## src/rtl/fetch_stage.sv

```systemverilog
// fetch_stage: LEGv8 instruction-fetch front end.
// Owns the PC and drives the instruction-memory address. Each fetched word is
// registered into the IF/ID pipeline register. Stalls freeze the front end.
// Redirects load a new PC and squash IF/ID into a bubble.
// Two free-running counters track delivered instructions and inserted bubbles.
module fetch_stage #(
  parameter logic [63:0] RESET_PC = 64'h0
) (
  input  logic        clk,
  input  logic        reset,
  input  logic        stall,
  input  logic        redirect,
  input  logic [63:0] redirect_pc,
  output logic [63:0] imem_addr,
  input  logic [31:0] imem_instr,
  output logic        id_valid,
  output logic [31:0] id_instr,
  output logic [63:0] id_pc,
  output logic [63:0] id_pc_plus4,
  output logic [31:0] fetch_count,
  output logic [31:0] bubble_count
);

  // Architectural state
  logic [63:0] pc_q,           pc_d;
  logic        id_valid_q,     id_valid_d;
  logic [31:0] id_instr_q,     id_instr_d;
  logic [63:0] id_pc_q,        id_pc_d;
  logic [31:0] fetch_count_q,  fetch_count_d;
  logic [31:0] bubble_count_q, bubble_count_d;

  // Word-aligned branch target; the low two bits never reach the PC.
  logic [63:0] target_pc;
  assign target_pc = {redirect_pc[63:2], 2'b00};

  // Sequential increment of the PC, modulo 2^64.
  logic [63:0] pc_plus4;
  assign pc_plus4 = pc_q + 64'd4;

  // Next-state selection: redirect beats stall, stall beats a normal fetch.
  always_comb begin
    pc_d           = pc_q;
    id_valid_d     = id_valid_q;
    id_instr_d     = id_instr_q;
    id_pc_d        = id_pc_q;
    fetch_count_d  = fetch_count_q;
    bubble_count_d = bubble_count_q;
    if (redirect) begin
      // Squash whatever was being fetched and restart at the target.
      pc_d           = target_pc;
      id_valid_d     = 1'b0;
      id_instr_d     = 32'h0;
      id_pc_d        = 64'h0;
      bubble_count_d = bubble_count_q + 32'd1;
    end else if (!stall) begin
      // Normal advance: capture the word at the current PC.
      pc_d           = pc_plus4;
      id_valid_d     = 1'b1;
      id_instr_d     = imem_instr;
      id_pc_d        = pc_q;
      fetch_count_d  = fetch_count_q + 32'd1;
    end
  end

  // PC register with asynchronous reset to the boot vector.
  always_ff @(posedge clk or posedge reset) begin
    if (reset) begin
      pc_q <= RESET_PC;
    end else begin
      pc_q <= pc_d;
    end
  end

  // IF/ID pipeline register; reset presents a bubble to decode.
  always_ff @(posedge clk or posedge reset) begin
    if (reset) begin
      id_valid_q <= 1'b0;
      id_instr_q <= 32'h0;
      id_pc_q    <= 64'h0;
    end else begin
      id_valid_q <= id_valid_d;
      id_instr_q <= id_instr_d;
      id_pc_q    <= id_pc_d;
    end
  end

  // Performance counters, wrapping modulo 2^32.
  always_ff @(posedge clk or posedge reset) begin
    if (reset) begin
      fetch_count_q  <= 32'h0;
      bubble_count_q <= 32'h0;
    end else begin
      fetch_count_q  <= fetch_count_d;
      bubble_count_q <= bubble_count_d;
    end
  end

  // Outputs come straight from registers; the link value is derived from id_pc.
  assign imem_addr    = pc_q;
  assign id_valid     = id_valid_q;
  assign id_instr     = id_instr_q;
  assign id_pc        = id_pc_q;
  assign id_pc_plus4  = id_pc_q + 64'd4;
  assign fetch_count  = fetch_count_q;
  assign bubble_count = bubble_count_q;

endmodule

```

## config.mk

```make
export PLATFORM = sky130hd
export DESIGN_NAME = fetch_stage
export DESIGN_NICKNAME = d
export VERILOG_FILES = /design/src/rtl/fetch_stage.sv
export SDC_FILE = /design/constraint.sdc
export NUM_CORES = 1
export LEC_CHECK = 0
export ABC_CLOCK_PERIOD_IN_PS = 13160
export CAP_MARGIN = 5
export CORE_ASPECT_RATIO = 1.2
export CORE_MARGIN = 8
export CORE_UTILIZATION = 50
export DETAILED_ROUTE_END_ITERATION = 12
export GPL_TIMING_DRIVEN = 0
export PLACE_DENSITY = 0.86
export SETUP_SLACK_MARGIN = 0.15
export SYNTH_ARGS = -nofsm -noshare
export SYNTH_HDL_FRONTEND = slang
export SYNTH_SLANG_ARGS = --single-unit
```

## constraint.sdc

```tcl
create_clock -name clk -period 13.16 [get_ports clk]
set_input_delay 2.632 -clock clk [delete_from_list [all_inputs] [get_ports clk]]
set_output_delay 2.632 -clock clk [all_outputs]
set_load 0.03 [all_outputs]
```

Word-level counts from Yosys, hierarchy flattened
Cells that the tools add are included.

Order comparisons: 0. Divide/modulo/power cells: 0. $add $sub $neg: 4. Muxes and demuxes: 8. Shifts and indexed selects: 0. Bitwise gates (word level): 2. Multiply operators: 0. Equal/unequal tests: 1. Reductions and logical operators: 1.

Operators with widths (count): $mux 64 (4); $add 64x3->64 const B (2); $add 32x1->32 const B (2); $mux 32 (2); $mux 1 (2); $ne 2x1->1 const B (1); $not 1->1 (2); $reduce_and 2->1 (1).

Output and inout port bits: 289. Memories kept: 0. Bits in registers: 225. Bits in latches: 0. RAM bits: 0. ROM bits: 0. Word-level logic and storage cells: 22. Input bits: 100.

Longest topological paths before layout
Gate-level depths: netlist (run 1).

Depth in word-level cells: 3. Mapped depth: 7. Depth with buffers taken out: 6.

Worst setup path after synthesis (run 1)
OpenSTA, ideal clock, no wires.

Kind: reg2out. Start point: reg id_pc_q[6], in the netlist id_pc[6]. End point: out id_pc_plus4[63]. Slack: 8.054 ns. Required time: 10.528 ns. Stages on the path, launching flop included: 7. Data arrival time: 2.474 ns. Path buffers: 1. Cell sequence: dfrtp_1 nand4_1 nor4b_1 buf_2 nand2_2 nor4_1 xor2_1.

Cells in the longest elaborated chain, start to end: 1.

RTL lines: start, declared (RTL line 28) `logic [63:0] id_pc_q, id_pc_d;`; start signal, assigned (RTL line 83) `id_pc_q <= id_pc_d;`; $add 64x3->64 (RTL line 103) `assign id_pc_plus4 = id_pc_q + 64'd4;`; end, declared (RTL line 19) `output logic [63:0] id_pc_plus4,`.

Every way passes these cells.

Final worst setup path (run 1)
Start point: reg id_pc_q[2], in the netlist id_pc[2]. End point: out id_pc_plus4[60].

Same word-level chain as after synthesis.

==> flow_summary.ini, run 1 <==
[place]
io_buffer_count = 384
place_congestion = 0.922
detailed_place_hpwl_um = 30900
pre_cts_ws_ns = 6.96

[min_path]
min_path_cells = 1
holdPathEnd = fetch_count[31]
holdCritStartpoint = fetch_count[31]
hold_class = reg -> reg

[power]
intPower_uw = 1340
p_leak_uw = 0.00701
p_total_uw = 1990
power_frac_comb = 0.245
seqPwrFrac = 0.415
p_sw_frac = 0.327
p_clk_frac = 0.340
p_per_area_nw_per_um2 = 119
netSwitchingPower_uw = 652
ir_worst_vdd_uv = 146

[grt]
grt_usage = 0.277
grt_pass1_wl_um = 62200
grt_max_degree = 114
antenna_found_initial = 11
grt_pass1_vias = 11200
gr-total-overflow = 0

[outcome]
status = finished clean

[logic_synthesis]
async_flop_share = 1.00
synth_top_family_by_area = simple AND/OR/NAND/NOR gates
avgSynthCellArea_um2 = 9.73
synth.ff_latch_count = 222
ys.flop_type = dfrtp_1
synth-xor-area-share = 0.121
ys_types = 51
muxShareOfSynthArea = 0.0838
synth_edf_count = 0
yosysWarnings = 0
syn_area_um2 = 11600
synth_compound_area_frac = 0.0439
synth-simple-area-share = 0.237
synthAdderAreaFrac = 0.00431
ys_seq_area_frac = 0.478
syn_inst = 1194

[clocking]
cts_tree = built
clockRootBuffer = clkbuf_16
clk_pin_slew_ns = 0.07
clk_path_buf_depth = 3
cts_setup_buffers = 0
cts_buffers = 23
htree_levels = 1
cts_resized = 0
clk_latency_ns = 0.51
cts.sinks = 222
ctsHoldBuffers = 0

[sta]
clock_skew_ns = 0.0160
setup_ws_ns = 6.39
drv_slew = 0
period_minus_slack_ns = 6.77
hold_violations = 0
rsz0062_at_grt = no
finalSetupViolations = 0
worst_pin_slew_ns = 1.12
timing.max_slew.rel_slack = 0.243
fmax_ghz = 0.148
fin_setup_tns_ns = 0
finalCritPeriodShare = 0.515

[layout]
final_nets = 1710
areaGrowthSynthToFinish_pct = 43.8
final_common_cell = clkdlybuf4s50_1
seq_area_um2 = 5560
fill_cells = 1670
final_cell_mix = 384 x clkdlybuf4s50_1, 222 x dfrtp_1, 155 x nor2_1
layout-drive-gt1-share = 0.0456
multiInputGateArea_um2 = 5710

[setup_path]
required_ns = 10.53
r2r_cells = 6
rr_startpoint = imem_addr[2]
cp-end-kind = output pin
r2r-end = imem_addr[48]
cp.arrival_ns = 4.14
critPathMaxFanout = 8
critPathLaunchType = flop
worstSetupPathType = reg -> out
startpoint = id_pc[2]
rrSetupSlack_ns = 10.30

[detailed_routing]
wirelength_um = 40900
num_vias = 11000
drt_first_iter_violations = 808
drc_errors = 0
wire_per_inst_um = 21.0
via_per_inst = 5.68
drt_pass1_iterations = 7
drtAntennaViolNets = 0

[die]
rows = 61
core-area_um2 = 23000
fp.dieW_um = 155
die_y_um = 183
start_util = 0.506
io_pins = 389
die_area_um2 = 28400

[run]
drv_cap = 0
## flip-flops by register name (all words and copies together) (netlist names)
signal,flops
bubble_count,32
imem_addr,62
id_pc,63
id_valid,1
id_instr,32
fetch_count,32
## routing by layer
layer	GRT usage	wire length, um
met1	0.294	14300
met2	0.491	20300
met3	0.0892	4260
met4	0.131	1940
met5	0	51
## worst max-delay path by stage
stage | to | slack, ns
after global placement | id_pc[32] | 1.62
final | id_pc_plus4[60] | 6.39
after floorplan | bubble_count[0] | 4.45
after global routing | id_pc_plus4[42] | 6.21
after CTS | id_pc_plus4[60] | 6.41
after detailed placement | id_pc_plus4[60] | 6.96
## power by group through the flow
| stage | logic, uW | registers [uW] | clock network [uW] |
|---|---|---|---|
| 2_1_floorplan | 160 | 925 | 0 |
| 3_3_place_gp | 481 | 833 | 0 |
| 3_5_place_dp | 490 | 835 | 0 |
| 4_1_cts | 493 | 823 | 686 |
| 5_1_grt | 517 | 835 | 713 |
| 6_report | 489 | 826 | 678 |
## cell usage after synthesis, drive strengths merged, types with 31 or more instances
cell / count / area, um2
dfrtp: 222 / 5560
nand4: 63 / 409
mux2i: 95 / 951
clkbuf: 31 / 116
o21ai: 42 / 210
nand3: 65 / 325
nor2: 155 / 582
nand2: 110 / 415
inv: 31 / 116
xnor2: 106 / 928
xor2: 55 / 482
## worst max-delay path: stages, from the launching register on
cell	delay, ns
dfrtp_1	0.46
ha_1	0.24
nand3_1	0.26
nor4_1	0.61
nand4_1	0.68
nor3_1	0.45
xor2_1	0.22
clkdlybuf4s50_1	0.70
## final cells by class
class,count,area share
inverters,31,0.00741
clock buffers,25,0.0361
plain buffers,57,0.0148
repair buffers,386,0.232
multi-input cells,885,0.341
diodes,7,0.00105
well taps,315,0.0236
flip-flops and latches,222,0.333
clock inverters,16,0.0111
## metrics by stage
step	cells	util	cell area, um2	hold WS, ns
global placement	1894	0.690	15900	0.458
floorplan	1195	-	11600	0.653
global route	1943	0.727	16700	0.503
detailed placement	1895	0.692	15900	0.472
finish	1944	0.727	16700	0.474
CTS	1936	0.726	16700	0.483
## cell families after synthesis
kind of cell / count (synthesis)
AO/OA/AOI/OAI: 84
flip-flops: 222
buffers and inverters: 88
other: 1
multiplexers: 97
XOR/XNOR: 161
adder cells (fa/ha/maj): 4
AND/OR/NAND/NOR: 537
Power figures use the tool's default switching activity.
==> run 2, diff against run 1 <==
ABC_CLOCK_PERIOD_IN_PS = 6960   (was 13160)
CORE_UTILIZATION = 47   (was 50)
PLACE_DENSITY = 0.82   (was 0.86)
clock period = 6.96 ns   (was 13.16 ns; I/O delays follow)
==> run 2 against run 1 <==
Compared with the run above: worst hold slack gained 0.0099 ns; combinational power grew 89%; critical endpoint is now id_pc_plus4[58]; register-to-register slack lost 6.2 ns; first-iteration DRC count shrank 3.0%; final area grew 0.49%; core utilization shrank 4.2 points; global-route usage shrank 1.6 points; worst setup slack lost 5.0 ns; sequential power grew 89%.
==> flow_summary.ini, run 2 (synthesized netlist as in run 1, its figures left out) <==
[die]
start_util = 0.474
rows = 63
io_pins = 389
core-area_um2 = 24500
fp.dieW_um = 160
die_y_um = 188
die_area_um2 = 30000

[power]
ir_worst_vdd_uv = 209
p_leak_uw = 0.00707
p_per_area_nw_per_um2 = 225

[min_path]
hold_class = reg -> reg

[clocking]
clk_path_buf_depth = 3
cts_tree = built
clockRootBuffer = clkbuf_16
cts_resized = 0
cts.sinks = 222
clk_latency_ns = 0.51
ctsHoldBuffers = 0
cts_buffers = 24
htree_levels = 1
clk_pin_slew_ns = 0.07
cts_setup_buffers = 0

[sta]
fmax_ghz = 0.179
setup_ws_ns = 1.37
finalSetupViolations = 0
hold_violations = 0
worst_pin_slew_ns = 1.20
timing.max_slew.rel_slack = 0.193
fin_setup_tns_ns = 0
period_minus_slack_ns = 5.59
finalCritPeriodShare = 0.803
clock_skew_ns = 0.0155
rsz0062_at_grt = no
drv_slew = 0

[setup_path]
required_ns = 5.57
worstSetupPathType = reg -> out
critPathSlowestCell = nor4_1
crit_family = simple AND/OR/NAND/NOR gates
critPathLaunchType = flop
crit_chain = ha_1 -> nand3_1 -> nor4_1 -> nand4_1 -> nor3_1 -> xor2_1 -> clkdlybuf4s50_1
critical-path-max-stage-delay_ns = 0.71
critPathMaxFanout = 8
cp-end-kind = output pin
critical_path_buf_inv_count = 1
cp.arrival_ns = 4.19

[detailed_routing]
num_vias = 10800
via_per_inst = 5.54
wirelength_um = 40200
drtAntennaViolNets = 0
drt_first_iter_violations = 784
drc_errors = 0
wire_per_inst_um = 20.5
drt_pass1_iterations = 5

[layout]
largest_reg_flops = 63
final_cell_mix = 384 x clkdlybuf4s50_1, 222 x dfrtp_1, 155 x nor2_1
fill_cells = 1877
final_nets = 1714
areaGrowthSynthToFinish_pct = 44.5
final_common_cell = clkdlybuf4s50_1
layout-drive-gt1-share = 0.0455

[grt]
grt_pass1_vias = 11200
antenna_found_initial = 9
grt_max_degree = 44
grt_pass1_wl_um = 63300
gr-total-overflow = 0
grt_usage = 0.261

[run]
drv_cap = 0

[outcome]
status = finished clean

[place]
place_congestion = 0.914
io_buffer_count = 384
detailed_place_hpwl_um = 31400
pre_cts_ws_ns = 2.00
-- run 2: path summary, 6_finish.rpt --
kind                                  from              end  slack [ns]  cells after the start
hold reg to reg            fetch_count[31]  fetch_count[31]        0.48                      1
min in group asynchronous            reset    imem_addr[16]        1.43                      2
setup reg to reg              imem_addr[2]    imem_addr[60]        4.12                      6
hold / removal             fetch_count[31]  fetch_count[31]        0.48                      1
setup / recovery                  id_pc[2]  id_pc_plus4[58]        1.37                      7
max in group asynchronous            reset  fetch_count[19]        4.60                      4
-- run 2: power by group --
part	internal [uW]	total [uW]	leakage, uW	switching, uW
Sequential	1400	1560	0.00288	168
Clock	780	1300	0.000401	516
Combinational	399	923	0.00379	524
Total	2570	3780	0.00707	1210
-- run 2: final cells by class --
cell class / count / area [um2] / area share
multi-input combinational: 885 / 5710 / 0.340
sequential: 222 / 5560 / 0.331
timing repair buffer: 389 / 3940 / 0.235
clock buffer: 34 / 709 / 0.0423
tap: 325 / 407 / 0.0242
buffer: 57 / 246 / 0.0147
inverter: 31 / 120 / 0.00715
clock inverter: 8 / 90.1 / 0.00537
antenna: 5 / 12.5 / 0.000745
-- run 2: routing by layer --
layer  GRT usage  routed length (um)  vias to the layer above
met5           0                  55                        -
met4       0.117                1660                        8
met3      0.0821                3430                      105
met2       0.452               20200                      459
met1       0.290               14800                     5249
li1            -                   -                     5010
-- run 2: stage by stage --
stage	instance area (um2)	instances	util	total power [uW]	hold WS, ns
after floorplan	11600	1195	-	2050	0.653
after global placement	15900	1904	0.648	2490	0.459
after detailed placement	16000	1909	0.652	2510	0.477
after CTS	16800	1951	0.684	3810	0.495
after global routing	16800	1956	0.685	3940	0.499
final	16800	1956	0.685	3780	0.484
